$ cat src/rtl/mouse_proximity_scheduler_pkg.sv
// Shared constants and state encoding for the mouse proximity scheduler.
// No logic is defined here. It is imported by the scheduler and by the distance checker.
// Not applicable for backpressure. This package holds constants only.
package mouse_proximity_scheduler_pkg;

    // Q20.12 fixed point: the integer pixel part sits above bit 12
    localparam int FRAC_BITS    = 12;
    // An object counts as close below this many whole pixels on both axes
    localparam int CLOSE_THRESH = 20;

    typedef enum logic [1:0] {
        S_IDLE = 2'd0,
        S_READ = 2'd1,
        S_EVAL = 2'd2
    } state_t;

endpackage

$ cat src/rtl/mouse_distance_checker.sv
// Combinational closeness and flee-direction test for one object against the mouse.
// Latency is zero cycles, because the design is purely combinational.
// There is no backpressure. The outputs follow the inputs directly.
module mouse_distance_checker
    import mouse_proximity_scheduler_pkg::*;
(
    input  logic [31:0] i_x_obj,
    input  logic [31:0] i_y_obj,
    input  logic [31:0] i_x_mouse,
    input  logic [31:0] i_y_mouse,
    output logic        o_is_close,
    output logic        o_direction
);

    logic [31:0] w_dx;
    logic [31:0] w_dy;
    logic [31:0] w_adx;
    logic [31:0] w_ady;

    // Wrapping differences; dy is mouse minus object (screen Y grows downward)
    assign w_dx = i_x_obj - i_x_mouse;
    assign w_dy = i_y_mouse - i_y_obj;

    // Two's-complement magnitude. 0x8000_0000 maps to itself and, compared
    // as unsigned, is far beyond the threshold, so it can never be close.
    assign w_adx = w_dx[31] ? (~w_dx + 32'd1) : w_dx;
    assign w_ady = w_dy[31] ? (~w_dy + 32'd1) : w_dy;

    assign o_is_close  = ((w_adx >> FRAC_BITS) < 32'(CLOSE_THRESH)) &&
                         ((w_ady >> FRAC_BITS) < 32'(CLOSE_THRESH));
    // Sign of dx: 1 means the object is left of the mouse
    assign o_direction = w_dx[31];

endmodule

$ cat src/rtl/mouse_proximity_scheduler.sv
// Scans N_OBJ objects per frame tick and publishes close/direction masks coherently.
// Latency: done arrives 2*N_OBJ+1 cycles after start is sampled, using one READ and one EVAL cycle per object.
// No backpressure. A start arriving while busy is dropped, and a start in the done cycle is accepted.
module mouse_proximity_scheduler
    import mouse_proximity_scheduler_pkg::*;
#(
    parameter int N_OBJ = 8,
    parameter int IDX_W = (N_OBJ > 1) ? $clog2(N_OBJ) : 1
) (
    input  logic             i_clk,
    input  logic             i_rst,
    input  logic             i_start,
    input  logic [31:0]      i_x_mouse,
    input  logic [31:0]      i_y_mouse,
    input  logic [N_OBJ-1:0] i_obj_enable,
    output logic [IDX_W-1:0] o_obj_idx,
    input  logic [31:0]      i_obj_x,
    input  logic [31:0]      i_obj_y,
    output logic             o_busy,
    output logic             o_done,
    output logic [N_OBJ-1:0] o_close_mask,
    output logic [N_OBJ-1:0] o_dir_mask,
    output logic             o_any_close
);

    state_t             r_state;
    state_t             w_state_nxt;
    logic [IDX_W-1:0]   r_idx;
    logic [31:0]        r_x_mouse;
    logic [31:0]        r_y_mouse;
    logic [N_OBJ-1:0]   r_enable;
    logic [N_OBJ-1:0]   r_close_sh;
    logic [N_OBJ-1:0]   r_dir_sh;
    logic [N_OBJ-1:0]   r_close_mask;
    logic [N_OBJ-1:0]   r_dir_mask;
    logic               r_any_close;
    logic               r_busy;
    logic               r_done;

    logic               w_is_close;
    logic               w_direction;
    logic               w_last;
    logic [N_OBJ-1:0]   w_close_sh_nxt;
    logic [N_OBJ-1:0]   w_dir_sh_nxt;

    // The single shared checker compares the store's output with the mouse value latched at start
    mouse_distance_checker u_checker (
        .i_x_obj     (i_obj_x),
        .i_y_obj     (i_obj_y),
        .i_x_mouse   (r_x_mouse),
        .i_y_mouse   (r_y_mouse),
        .o_is_close  (w_is_close),
        .o_direction (w_direction)
    );

    assign w_last = (r_idx == IDX_W'(N_OBJ - 1));

    // Shadow masks with the current object's bit merged in; disabled objects read as 0
    always_comb begin
        w_close_sh_nxt        = r_close_sh;
        w_dir_sh_nxt          = r_dir_sh;
        w_close_sh_nxt[r_idx] = w_is_close  & r_enable[r_idx];
        w_dir_sh_nxt[r_idx]   = w_direction & r_enable[r_idx];
    end

    // State register
    always_ff @(posedge i_clk) begin
        if (i_rst) begin
            r_state <= S_IDLE;
        end else begin
            r_state <= w_state_nxt;
        end
    end

    // Next-state logic: IDLE waits for a tick, then READ/EVAL alternate per object
    always_comb begin
        w_state_nxt = r_state;
        case (r_state)
            S_IDLE:  if (i_start) w_state_nxt = S_READ;
            S_READ:  w_state_nxt = S_EVAL;
            S_EVAL:  w_state_nxt = w_last ? S_IDLE : S_READ;
            default: w_state_nxt = S_IDLE;
        endcase
    end

    // Datapath: latch frame inputs, step the index, fill shadow masks, publish at the end
    always_ff @(posedge i_clk) begin
        if (i_rst) begin
            r_idx        <= '0;
            r_x_mouse    <= '0;
            r_y_mouse    <= '0;
            r_enable     <= '0;
            r_close_sh   <= '0;
            r_dir_sh     <= '0;
            r_close_mask <= '0;
            r_dir_mask   <= '0;
            r_any_close  <= 1'b0;
            r_busy       <= 1'b0;
            r_done       <= 1'b0;
        end else begin
            r_done <= 1'b0;
            case (r_state)
                S_IDLE: begin
                    if (i_start) begin
                        r_x_mouse <= i_x_mouse;
                        r_y_mouse <= i_y_mouse;
                        r_enable  <= i_obj_enable;
                        r_idx     <= '0;
                        r_busy    <= 1'b1;
                    end
                end
                S_EVAL: begin
                    r_close_sh <= w_close_sh_nxt;
                    r_dir_sh   <= w_dir_sh_nxt;
                    if (w_last) begin
                        r_close_mask <= w_close_sh_nxt;
                        r_dir_mask   <= w_dir_sh_nxt;
                        r_any_close  <= |w_close_sh_nxt;
                        r_done       <= 1'b1;
                        r_busy       <= 1'b0;
                        r_idx        <= '0;
                    end else begin
                        r_idx <= r_idx + IDX_W'(1);
                    end
                end
                default: ;
            endcase
        end
    end

    assign o_obj_idx    = r_idx;
    assign o_busy       = r_busy;
    assign o_done       = r_done;
    assign o_close_mask = r_close_mask;
    assign o_dir_mask   = r_dir_mask;
    assign o_any_close  = r_any_close;

endmodule
$ cat config.mk
export PLATFORM = sky130hd
export DESIGN_NAME = mouse_proximity_scheduler
export DESIGN_NICKNAME = d
export VERILOG_FILES = /design/src/rtl/mouse_proximity_scheduler_pkg.sv /design/src/rtl/mouse_distance_checker.sv /design/src/rtl/mouse_proximity_scheduler.sv
export SDC_FILE = /design/constraint.sdc
export NUM_CORES = 1
export LEC_CHECK = 0
export CAP_MARGIN = 20
export CORE_MARGIN = 2
export CORE_UTILIZATION = 55
export DETAILED_ROUTE_END_ITERATION = 12
export GPL_ROUTABILITY_DRIVEN = 0
export HOLD_SLACK_MARGIN = 0.02
export PLACE_DENSITY = 0.82
export SYNTH_ARGS = -nofsm -noshare
export SYNTH_HDL_FRONTEND = slang
export SYNTH_SLANG_ARGS = --single-unit
$ cat constraint.sdc
create_clock -name i_clk -period 8.2 [get_ports i_clk]
set_input_delay 1.23 -clock i_clk [delete_from_list [all_inputs] [get_ports i_clk]]
set_output_delay 1.23 -clock i_clk [all_outputs]
set_load 0.005 [all_outputs]
==> flow_summary.json, run 1 <==
{
  "status": "finished, final reports clean",
  "setup_violations": 0,
  "dr_wl_met3_um": 2810,
  "met2_length_um": 13500,
  "mostFrequentLayoutCells": "261 x nand2_1, 182 x a21oi_1, 159 x clkdlybuf4s50_1",
  "top_layer_used": "met5",
  "worstPathArrival_ns": 6.78,
  "drtIter0Drc": 1161,
  "rsz0062_at_grt": "no",
  "cp-startpoint": "i_obj_x[0]",
  "start_util": 0.560,
  "portBuffers": 160,
  "clock_latency_ns": 0.36,
  "yosys_warnings": 0,
  "core_um2": 18000,
  "layout_commonest_cell": "nand2_1",
  "via_per_inst": 6.28,
  "reg2reg_to": "o_close_mask[5]$_SDFFE_PP0P_",
  "first_pass_iters": 6,
  "min_to": "r_x_mouse[26]$_SDFFE_PP0P_",
  "grt_pass1_vias": 10100,
  "slew_viol_final": 0,
  "r2r-start": "r_x_mouse[0]$_SDFFE_PP0P_",
  "rr_worst_depth": 16,
  "postCtsHoldBufs": 0,
  "synth_seq_cells": 112,
  "combPwrFrac": 0.407,
  "seq_power_share": 0.336,
  "cp_data_required_time_ns": 8.47,
  "yosysSeqAreaShare": 0.223,
  "grt_max_degree": 113,
  "hold_viol": 0,
  "synth_cells": 1440,
  "drt.antenna.violating_nets": 0,
  "post-route-period-util": 0.794,
  "cts_resized": 0,
  "powerDensity_nw_per_um2": 145,
  "place_area_um2": 11600,
  "hold_path.class": "reg -> reg",
  "clock.fmax_mhz": 154,
  "clock-sinks": 112,
  "synth_cell_type_count": 92,
  "holdPathStages": 2,
  "clkTransAtPathRegs_ns": 0.09,
  "worstSetupEndpointType": "flop",
  "dieArea_um2": 19400,
  "period_minus_slack_ns": 6.51,
  "p_sw_uw": 666,
  "p_leak_uw": 0.00456,
  "path_class": "in -> reg",
  "synth_top_cell_by_area": "dfxtp_1",
  "row_count": 49,
  "die_x_um": 139,
  "clkPwrFrac": 0.257,
  "drive_above_1_share": 0.0390,
  "drt-total-wl_um": 30600,
  "overflow": 0,
  "nNetsFinal": 1740,
  "fin_skew_ns": 0.0133,
  "vias": 11100,
  "worstSetupStartpointType": "input port",
  "synth_area_leaders": "dfxtp_1 22%, nand2_1 9.8%, a21oi_1 9.1%",
  "die_h_um": 139,
  "track_usage": 0.303,
  "p_int_uw": 1070,
  "synth_top_area_share": 0.223,
  "htree_levels": 3,
  "setup_tns_ns": 0,
  "synthArstFlopShare": 0,
  "drc": 0,
  "synth_area_um2": 10100,
  "io_pins": 161,
  "hp-start": "r_x_mouse[26]$_SDFFE_PP0P_",
  "synth_edf_count": 0,
  "wl_per_cell_um": 17.3,
  "r2r_slack_ns": 2.64,
  "drv_cap": 0,
  "synth.avg_cell_area_um2": 6.98,
  "sw_frac_of_total": 0.383,
  "cts_tree": "yes",
  "numCtsBuffers": 9,
  "irDropWorstVdd_mv": 0.106,
  "ys.flop_type": "dfxtp_1",
  "fin_area_um2": 12000,
  "antenna_found_initial": 2,
  "worstPathMaxFanout": 17,
  "synthesis.nets": 1645,
  "drt-met1-wl_um": 13600,
  "setup_slack_ns": 1.69,
  "tightestPinTransition_ns": 1.14,
  "dp_slack_ns": 1.34,
  "grt_pass1_wl_um": 49200,
  "dp_hpwl_um": 23600,
  "postCtsSetupBuffers": 0,
  "slew_headroom": 0.239,
  "clock_path_buffers": 2,
  "cts-root-buf": "clkbuf_16",
  "area_growth_pct": 19.0
}
-- logic make-up after synthesis --
logic type | Yosys count | share of synthesized area
AO/OA/AOI/OAI | 453 | 0.296
AND/OR/NAND/NOR | 591 | 0.281
XOR/XNOR | 36 | 0.0314
adder cells (fa/ha/maj) | 66 | 0.0836
buffers and inverters | 163 | 0.0658
multiplexers | 19 | 0.0198
flip-flops | 112 | 0.223
-- area by class of cell --
type,count,area [um^2]
diodes,1,2.50
multi-input cells,1165,7160
clock buffers,9,225
well taps,229,287
inverters,80,300
flip-flops and latches,112,2240
fillers,1616,5990
repair buffers,167,1680
clock inverters,7,80.1
-- worst max-delay path: stages --
cell	delay [ns]
clkdlybuf4s50_1	0.39
inv_1	0.05
ha_1	0.18
inv_1	0.06
fa_1	0.43
a21o_1	0.25
a221o_1	0.37
mux2i_1	0.15
a2111o_1	0.39
or4_1	0.41
or4_4	0.46
nor4_1	0.29
mux2_2	0.38
o32a_1	0.28
a2111oi_0	0.25
and4_1	0.75
nand3_1	0.15
a311oi_1	0.30
-- registers in the layout (all words and copies together), names as in the netlist, 2 cells and up --
signal and flops:
o_dir_mask 8, o_obj_idx 3, r_dir_sh 8, o_close_mask 8, r_close_sh 8, r_state 2
r_y_mouse 32, r_enable 8, r_x_mouse 32
-- cell usage after synthesis, types with 6 or more instances --
cell and n:
o22ai_1 7, buf_2 10, nand4_1 32, xnor2_1 23, nand3b_1 8, clkbuf_1 67, o31ai_1 6, a311oi_1 15
a22oi_1 6, a21oi_1 182, nor3_1 24, a211o_1 6, nand2b_1 23, inv_1 80, dfxtp_1 112, nor2b_1 10
o21ai_0 56, or4_1 6, nor4_1 13, o21bai_1 11, or3_1 15, and3_1 12, a41oi_1 6, o211ai_1 22
nor2_1 108, mux2i_1 15, a21o_1 29, nand3_1 34, ha_1 64, o21a_1 11, a21boi_0 6, a211oi_1 13
and2_1 10, a31oi_1 10, xor2_1 13, nand2_1 262, a2111oi_0 7
-- per-stage QoR --
| stage | power (uW) | hold WS [ns] | cells | util |
|---|---|---|---|---|
| 2_1_floorplan | 1080 | 0.432 | 1440 | - |
| 3_3_place_gp | 1270 | 0.442 | 1751 | 0.647 |
| 3_5_place_dp | 1280 | 0.447 | 1751 | 0.647 |
| 4_1_cts | 1720 | 0.457 | 1767 | 0.664 |
| 5_1_grt | 1840 | 0.475 | 1770 | 0.666 |
| 6_report | 1740 | 0.457 | 1770 | 0.666 |
-- power by group through the flow --
| stage | combinational, uW | sequential (uW) | clock [uW] |
|---|---|---|---|
| after floorplan | 494 | 591 | 0 |
| after global placement | 671 | 596 | 0 |
| after detailed placement | 681 | 597 | 0 |
| after CTS | 686 | 585 | 453 |
| after global routing | 774 | 588 | 477 |
| final | 707 | 585 | 446 |
-- per-layer routing --
metal | global-route usage | vias to the layer above
met1 | 0.424 | 5152
li1 | - | 5397
met5 | 0 | -
met4 | 0.0872 | 2
met2 | 0.472 | 501
met3 | 0.0637 | 56
-- worst max-delay path by stage --
stage / end / slack, ns / depth (start not counted)
6_report: o_close_mask[5]$_SDFFE_PP0P_ / 1.69 / 18
5_1_grt: o_close_mask[2]$_SDFFE_PP0P_ / 1.24 / 18
4_1_cts: o_close_mask[1]$_SDFFE_PP0P_ / 1.74 / 18
3_5_place_dp: o_close_mask[1]$_SDFFE_PP0P_ / 1.34 / 18
3_3_place_gp: o_close_mask[7]$_SDFFE_PP0P_ / 1.52 / 18
2_1_floorplan: o_close_mask[7]$_SDFFE_PP0P_ / 2.45 / 19
Power figures use the tool's default switching activity.
==> run 2, diff against run 1 <==
--- a/config.mk
+++ b/config.mk
@@ -7,11 +7,11 @@
 export LEC_CHECK = 0
 export CAP_MARGIN = 20
 export CORE_MARGIN = 2
-export CORE_UTILIZATION = 55
+export CORE_UTILIZATION = 50
 export DETAILED_ROUTE_END_ITERATION = 12
 export GPL_ROUTABILITY_DRIVEN = 0
 export HOLD_SLACK_MARGIN = 0.02
-export PLACE_DENSITY = 0.82
+export PLACE_DENSITY = 0.78
 export SYNTH_ARGS = -nofsm -noshare
 export SYNTH_HDL_FRONTEND = slang
 export SYNTH_SLANG_ARGS = --single-unit
==> constraint.sdc (replaced) <==
create_clock -name i_clk -period 5.2 [get_ports i_clk]
set_input_delay 0.78 -clock i_clk [delete_from_list [all_inputs] [get_ports i_clk]]
set_output_delay 0.78 -clock i_clk [all_outputs]
set_load 0.005 [all_outputs]
==> run 2 against run 1 <==
- wire length rose by 10%
- via count rose by 7.1%
- design area rose by 15%
- core utilization rose by 3.9 points
- flip-flop and latch count did not move
- die area rose by 9.7%
- hold slack improved by 0.00056 ns
- register-to-register slack got worse by 2.4 ns
- clock skew fell by 0.0032 ns
- combinational power rose by 97%
- first-iteration DRC count fell by 8.1%
- sequential share of layout area fell by 2.5 points
- largest cell class unchanged
==> flow_summary.json, run 2 (synthesis gave the netlist of run 1 again) <==
{
  "status": "finished, final reports clean",
  "postCtsHoldBufs": 0,
  "drv_cap": 0,
  "cp_data_required_time_ns": 5.49,
  "dp_slack_ns": -0.583,
  "dp_cells": 1960,
  "final_core_util": 0.705,
  "clock_latency_ns": 0.37,
  "reg_top3": "r_x_mouse: 32 flops, r_y_mouse: 32 flops",
  "irDropWorstVdd_mv": 0.168,
  "final.fill_count": 1656,
  "setup_violations": 0,
  "drtIter0Drc": 1067,
  "nNetsFinal": 1924,
  "multi_input_area_um2": 7510,
  "drt.antenna.violating_nets": 0,
  "place_area_um2": 13000,
  "htree_levels": 3,
  "p_int_uw": 1890,
  "antennaDiodeCount": 0,
  "core_um2": 19600,
  "drive_above_1_share": 0.173,
  "dieArea_um2": 21300,
  "track_usage": 0.299,
  "setup_slack_ns": 0.0948,
  "rr_worst_depth": 18,
  "die_x_um": 146,
  "path_class": "in -> reg",
  "slowest_stage": "or4b_4",
  "p_leak_uw": 0.00555,
  "post-route-period-util": 0.982,
  "setup_tns_ns": 0,
  "rsz0062_at_grt": "yes",
  "sw_frac_of_total": 0.380,
  "worstPathMaxFanout": 7,
  "die_h_um": 146,
  "critical_path.endpoint": "o_close_mask[5]$_SDFFE_PP0P_",
  "r2r-start": "r_x_mouse[0]$_SDFFE_PP0P_",
  "clkPwrFrac": 0.239,
  "reg2reg_to": "o_close_mask[5]$_SDFFE_PP0P_",
  "period_minus_slack_ns": 5.11,
  "numCtsBuffers": 9,
  "portBuffers": 160,
  "fin_area_um2": 13800,
  "hold_path.class": "reg -> reg",
  "worstSetupStartpointType": "input port",
  "start_util": 0.513,
  "slew_viol_final": 0,
  "critPathBufInv": 3,
  "slew_headroom": 0.475,
  "grt_max_degree": 113,
  "regArea_um2": 2240,
  "io_pins": 161,
  "drt-total-wl_um": 33700,
  "path_cells": "clkdlybuf4s50_1 -> inv_1 -> ha_1 -> a21o_1 -> a31oi_4 -> a21bo_4 -> or4_4 -> a32oi_2 -> nor4b_2 -> or4b_4 -> nor4b_4 -> a211oi_2 -> a2111oi_2 -> and4_4 -> buf_12 -> nand3_1 -> a311oi_2",
  "clock-sinks": 112,
  "p_sw_uw": 1160,
  "dp_hpwl_um": 25500,
  "seq_power_share": 0.303,
  "clock_path_buffers": 2,
  "final_cells": 1989,
  "grt_pass1_vias": 11100,
  "clkTransAtPathRegs_ns": 0.09,
  "overflow": 0,
  "worstSetupEndpointType": "flop",
  "area_growth_pct": 37.4,
  "combPwrFrac": 0.458,
  "antenna_found_initial": 0,
  "layout_commonest_cell": "nand2_1",
  "powerDensity_nw_per_um2": 220,
  "wl_per_cell_um": 17.0,
  "cts-root-buf": "clkbuf_16",
  "mostFrequentLayoutCells": "261 x nand2_1, 187 x buf_4, 180 x a21oi_1",
  "worst-path-stages": 17,
  "via_per_inst": 5.98,
  "cts_tree": "yes",
  "worstPathArrival_ns": 5.39,
  "tightestPinTransition_ns": 0.781,
  "first_pass_iters": 6,
  "path_delay_family": "simple AND/OR/NAND/NOR gates",
  "hold_viol": 0,
  "row_count": 51,
  "clock.fmax_mhz": 196,
  "r2r_slack_ns": 0.23,
  "fin_skew_ns": 0.0102,
  "slowest_delay_ns": 0.54,
  "drc": 0,
  "grt_pass1_wl_um": 53800,
  "cp-startpoint": "i_obj_y[12]",
  "vias": 11900
}
-- run 2: layout make-up --
type / count / area share
clock buffer: 9 / 0.0163
clock inverter: 7 / 0.00580
inverter: 80 / 0.0217
multi-input combinational: 1165 / 0.544
sequential: 112 / 0.162
tap: 265 / 0.0240
timing repair buffer: 351 / 0.226
-- run 2: power groups by stage --
stage	Clock [uW]	Combinational, uW	Sequential, uW
floorplan	0	782	932
global placement	0	1260	939
detailed placement	0	1290	941
CTS	737	1310	921
global route	766	1510	927
finish	729	1390	923
-- run 2: what timing repair did --
action	in CTS	in global routing
setup endpoints to repair	17	17
pin swaps	6	27
buffers inserted	4	7
gates resized for setup	17	69
cloned	1	0
-- run 2: worst min path at each step --
stage | start | cells after the start | endpoint | slack (ns)
detailed placement | r_x_mouse[24]$_SDFFE_PP0P_ | 2 | r_x_mouse[24]$_SDFFE_PP0P_ | 0.45
CTS | r_x_mouse[24]$_SDFFE_PP0P_ | 2 | r_x_mouse[24]$_SDFFE_PP0P_ | 0.46
global placement | r_dir_sh[5]$_SDFFE_PP0P_ | 2 | r_dir_sh[5]$_SDFFE_PP0P_ | 0.44
global route | r_x_mouse[3]$_SDFFE_PP0P_ | 2 | r_x_mouse[3]$_SDFFE_PP0P_ | 0.48
floorplan | r_close_sh[1]$_SDFFE_PP0P_ | 2 | r_close_sh[1]$_SDFFE_PP0P_ | 0.43
finish | r_x_mouse[1]$_SDFFE_PP0P_ | 2 | r_x_mouse[1]$_SDFFE_PP0P_ | 0.46
-- run 2: worst register-to-register path, stage by stage, from the launching register on --
cell and delay (ns):
dfxtp_1 0.43, ha_4 0.17, inv_2 0.03, fa_2 0.34, buf_4 0.15, a21oi_1 0.21
nand3_1 0.10, mux2_4 0.26, a2111o_1 0.37, or4_1 0.41, or4_4 0.48, nor4_4 0.20
mux2_4 0.32, o32a_1 0.30, a2111oi_2 0.25, and4_4 0.35, buf_12 0.14, nand3_1 0.09
a311oi_2 0.27
-- run 2: metrics by stage --
| stage | hold WS [ns] | power, uW |
|---|---|---|
| finish | 0.458 | 3050 |
| global route | 0.483 | 3210 |
| CTS | 0.459 | 2970 |
| detailed placement | 0.448 | 2230 |
| global placement | 0.443 | 2200 |
| floorplan | 0.432 | 1710 |
-- run 2: layer usage --
metal	track usage	vias to the layer above	part of all wire
met5	0	-	0
met2	0.492	488	0.46
li1	-	5751	-
met1	0.410	5591	0.44
met4	0.0799	0	0.022
met3	0.0426	64	0.074
==> run 3, diff against run 2 <==
--- a/config.mk
+++ b/config.mk
@@ -6,12 +6,14 @@
 export NUM_CORES = 1
 export LEC_CHECK = 0
 export CAP_MARGIN = 20
+export CELL_PAD_IN_SITES_DETAIL_PLACEMENT = 0
+export CELL_PAD_IN_SITES_GLOBAL_PLACEMENT = 2
 export CORE_MARGIN = 2
-export CORE_UTILIZATION = 50
+export CORE_UTILIZATION = 28
 export DETAILED_ROUTE_END_ITERATION = 12
 export GPL_ROUTABILITY_DRIVEN = 0
 export HOLD_SLACK_MARGIN = 0.02
-export PLACE_DENSITY = 0.78
+export PLACE_DENSITY_LB_ADDON = 0.1
 export SYNTH_ARGS = -nofsm -noshare
 export SYNTH_HDL_FRONTEND = slang
 export SYNTH_SLANG_ARGS = --single-unit
==> run 3 against run 2 <==
- first-iteration DRC count down 49%
- sequential power about the same
- cell count up 13%
- combinational power up 7%
- clock-buffer cell count unchanged
- highest routed layer is now met5
- core utilization down 29 points
- sequential share of layout area down 1.0 points
- die area up 76%
==> flow_summary.json, run 3 (synthesis gave the netlist of run 1 again) <==
{
  "layout_commonest_cell": "nand2_1",
  "sw_frac_of_total": 0.379,
  "worstPathArrival_ns": 5.32,
  "antenna_found_initial": 3,
  "dieArea_um2": 37500,
  "numCtsBuffers": 9,
  "worstSetupEndpointType": "flop",
  "cp_data_required_time_ns": 5.51,
  "row_count": 69,
  "cpMostUsedCell": "buf_4",
  "fin_hold_ws_ns": 0.453,
  "combPwrFrac": 0.462,
  "r2r_slack_ns": 0.35,
  "drive_above_1_share": 0.217,
  "r2r-start": "r_x_mouse[0]$_SDFFE_PP0P_",
  "p_sw_uw": 1220,
  "fin_skew_ns": 0.0113,
  "cp-startpoint": "i_obj_y[7]",
  "drt-total-wl_um": 39200,
  "p_leak_uw": 0.00594,
  "path_class": "in -> reg",
  "wl_per_cell_um": 17.4,
  "hold_path.class": "reg -> reg",
  "clkPwrFrac": 0.252,
  "grt_pass1_wl_um": 60700,
  "io_pins": 161,
  "htree_levels": 3,
  "drv_cap": 0,
  "clock.fmax_mhz": 200,
  "post-route-period-util": 0.963,
  "worstSetupStartpointType": "input port",
  "p_int_uw": 2000,
  "rr_worst_depth": 17,
  "total_power_uw": 3220,
  "path_cells": "clkdlybuf4s50_1 -> inv_1 -> ha_2 -> a21o_1 -> a311o_1 -> o211a_2 -> buf_4 -> nor4_4 -> nor3_2 -> buf_4 -> or4_4 -> a2111oi_4 -> a22o_1 -> o311ai_0 -> nor3_1 -> and4_4 -> buf_12 -> nand3_1 -> a311oi_1",
  "clock_path_buffers": 2,
  "start_util": 0.283,
  "slew_headroom": 0.384,
  "clock_latency_ns": 0.39,
  "reg_top3": "r_x_mouse: 32 flops, r_y_mouse: 32 flops",
  "first_pass_iters": 5,
  "nNetsFinal": 1991,
  "dp_slack_ns": -0.636,
  "cts-root-buf": "clkbuf_16",
  "slowest_stage": "or4_4",
  "setup_violations": 0,
  "status": "finished, final reports clean",
  "seq_power_share": 0.287,
  "hold_viol": 0,
  "die_h_um": 194,
  "powerDensity_nw_per_um2": 219,
  "vias": 11600,
  "critical_path.endpoint": "o_close_mask[0]$_SDFFE_PP0P_",
  "setup_tns_ns": 0,
  "portBuffers": 160,
  "grt_pass1_vias": 11200,
  "worstPathMaxFanout": 8,
  "reg2reg_to": "o_close_mask[0]$_SDFFE_PP0P_",
  "period_minus_slack_ns": 5.01,
  "slew_viol_final": 0,
  "mostFrequentLayoutCells": "260 x nand2_1, 250 x buf_4, 177 x a21oi_1",
  "slowest_delay_ns": 0.55,
  "die_x_um": 194,
  "track_usage": 0.201,
  "cts_tree": "yes",
  "drtIter0Drc": 546,
  "via_per_inst": 5.13,
  "core_um2": 35500,
  "clock-sinks": 112,
  "irDropWorstVdd_mv": 0.172,
  "clkTransAtPathRegs_ns": 0.09,
  "drt.antenna.violating_nets": 0,
  "grt_max_degree": 76,
  "setup_slack_ns": 0.192,
  "overflow": 0,
  "area_growth_pct": 46.6,
  "tightestPinTransition_ns": 0.925,
  "drc": 0,
  "dp_hpwl_um": 30900
}
-- run 3: changes by cell type in the layout (fill, tap and decap cells not counted), moves of 3 or more --
cell	change
ha_1	-5
clkdlybuf4s50_1	-4
a21oi_2	+3
or4_1	-3
buf_6	+4
nand3_2	+3
inv_2	+4
or4_4	+3
buf_4	+63
a21oi_1	-3
inv_1	-4
ha_4	+3
dlymetal6s2s_1	+3
-- run 3: worst max-delay path, delay by kind of cell --
| kind | cells | cell delay [ns] |
|---|---|---|
| compound gates | 7 | 1.72 |
| simple gates | 6 | 1.52 |
| buf+inv | 5 | 0.97 |
| fa+ha+maj | 1 | 0.32 |
-- run 3: what timing repair did --
action | CTS | global route
setup endpoints to repair | 17 | 17
pin swaps | 16 | 37
hold buffers | 0 | 0
buffers inserted | 2 | 12
gates resized for setup | 31 | 92
gates cloned | 1 | 1
-- run 3: stage by stage --
step / util / std cells / cell area [um^2]
2_1_floorplan: - / 1440 / 10100
6_report: 0.416 / 2254 / 14700
4_1_cts: 0.400 / 2239 / 14200
5_1_grt: 0.415 / 2252 / 14700
3_3_place_gp: 0.387 / 2220 / 13700
3_5_place_dp: 0.387 / 2220 / 13700
-- run 3: area by class of cell --
| cell class | count | area (um^2) |
|---|---|---|
| clock inverters | 7 | 106 |
| fillers | 3774 | 20700 |
| clock buffers | 9 | 225 |
| multi-input cells | 1165 | 7640 |
| inverters | 80 | 300 |
| diodes | 2 | 5.00 |
| flip-flops and latches | 112 | 2240 |
| well taps | 461 | 577 |
| repair buffers | 418 | 3640 |
-- run 3: worst min-delay path by stage --
| stage | startpoint | end | slack (ns) | cells after the start |
|---|---|---|---|---|
| 2_1_floorplan | r_close_sh[1]$_SDFFE_PP0P_ | r_close_sh[1]$_SDFFE_PP0P_ | 0.43 | 2 |
| 3_3_place_gp | r_close_sh[4]$_SDFFE_PP0P_ | r_close_sh[4]$_SDFFE_PP0P_ | 0.44 | 2 |
| 3_5_place_dp | r_close_sh[4]$_SDFFE_PP0P_ | r_close_sh[4]$_SDFFE_PP0P_ | 0.44 | 2 |
| 4_1_cts | r_close_sh[4]$_SDFFE_PP0P_ | r_close_sh[4]$_SDFFE_PP0P_ | 0.46 | 2 |
| 5_1_grt | r_x_mouse[28]$_SDFFE_PP0P_ | r_x_mouse[28]$_SDFFE_PP0P_ | 0.48 | 2 |
| 6_report | r_close_sh[4]$_SDFFE_PP0P_ | r_close_sh[4]$_SDFFE_PP0P_ | 0.45 | 2 |
-- run 3: layer usage --
metal  track usage  up-vias  routed length, um
met1         0.251     5463              17700
met2         0.355      158              19500
li1              -     5903                  -
met4        0.0461        4                722
met3        0.0384       42               1300
met5             0        -                 30
-- run 3: power by group through the flow --
stage               Clock, uW  Combinational [uW]  Sequential, uW
floorplan                   0                 782             932
global placement            0                1400             942
detailed placement          0                1400             943
CTS                       847                1420             923
global route              872                1630             930
finish                    811                1490             925
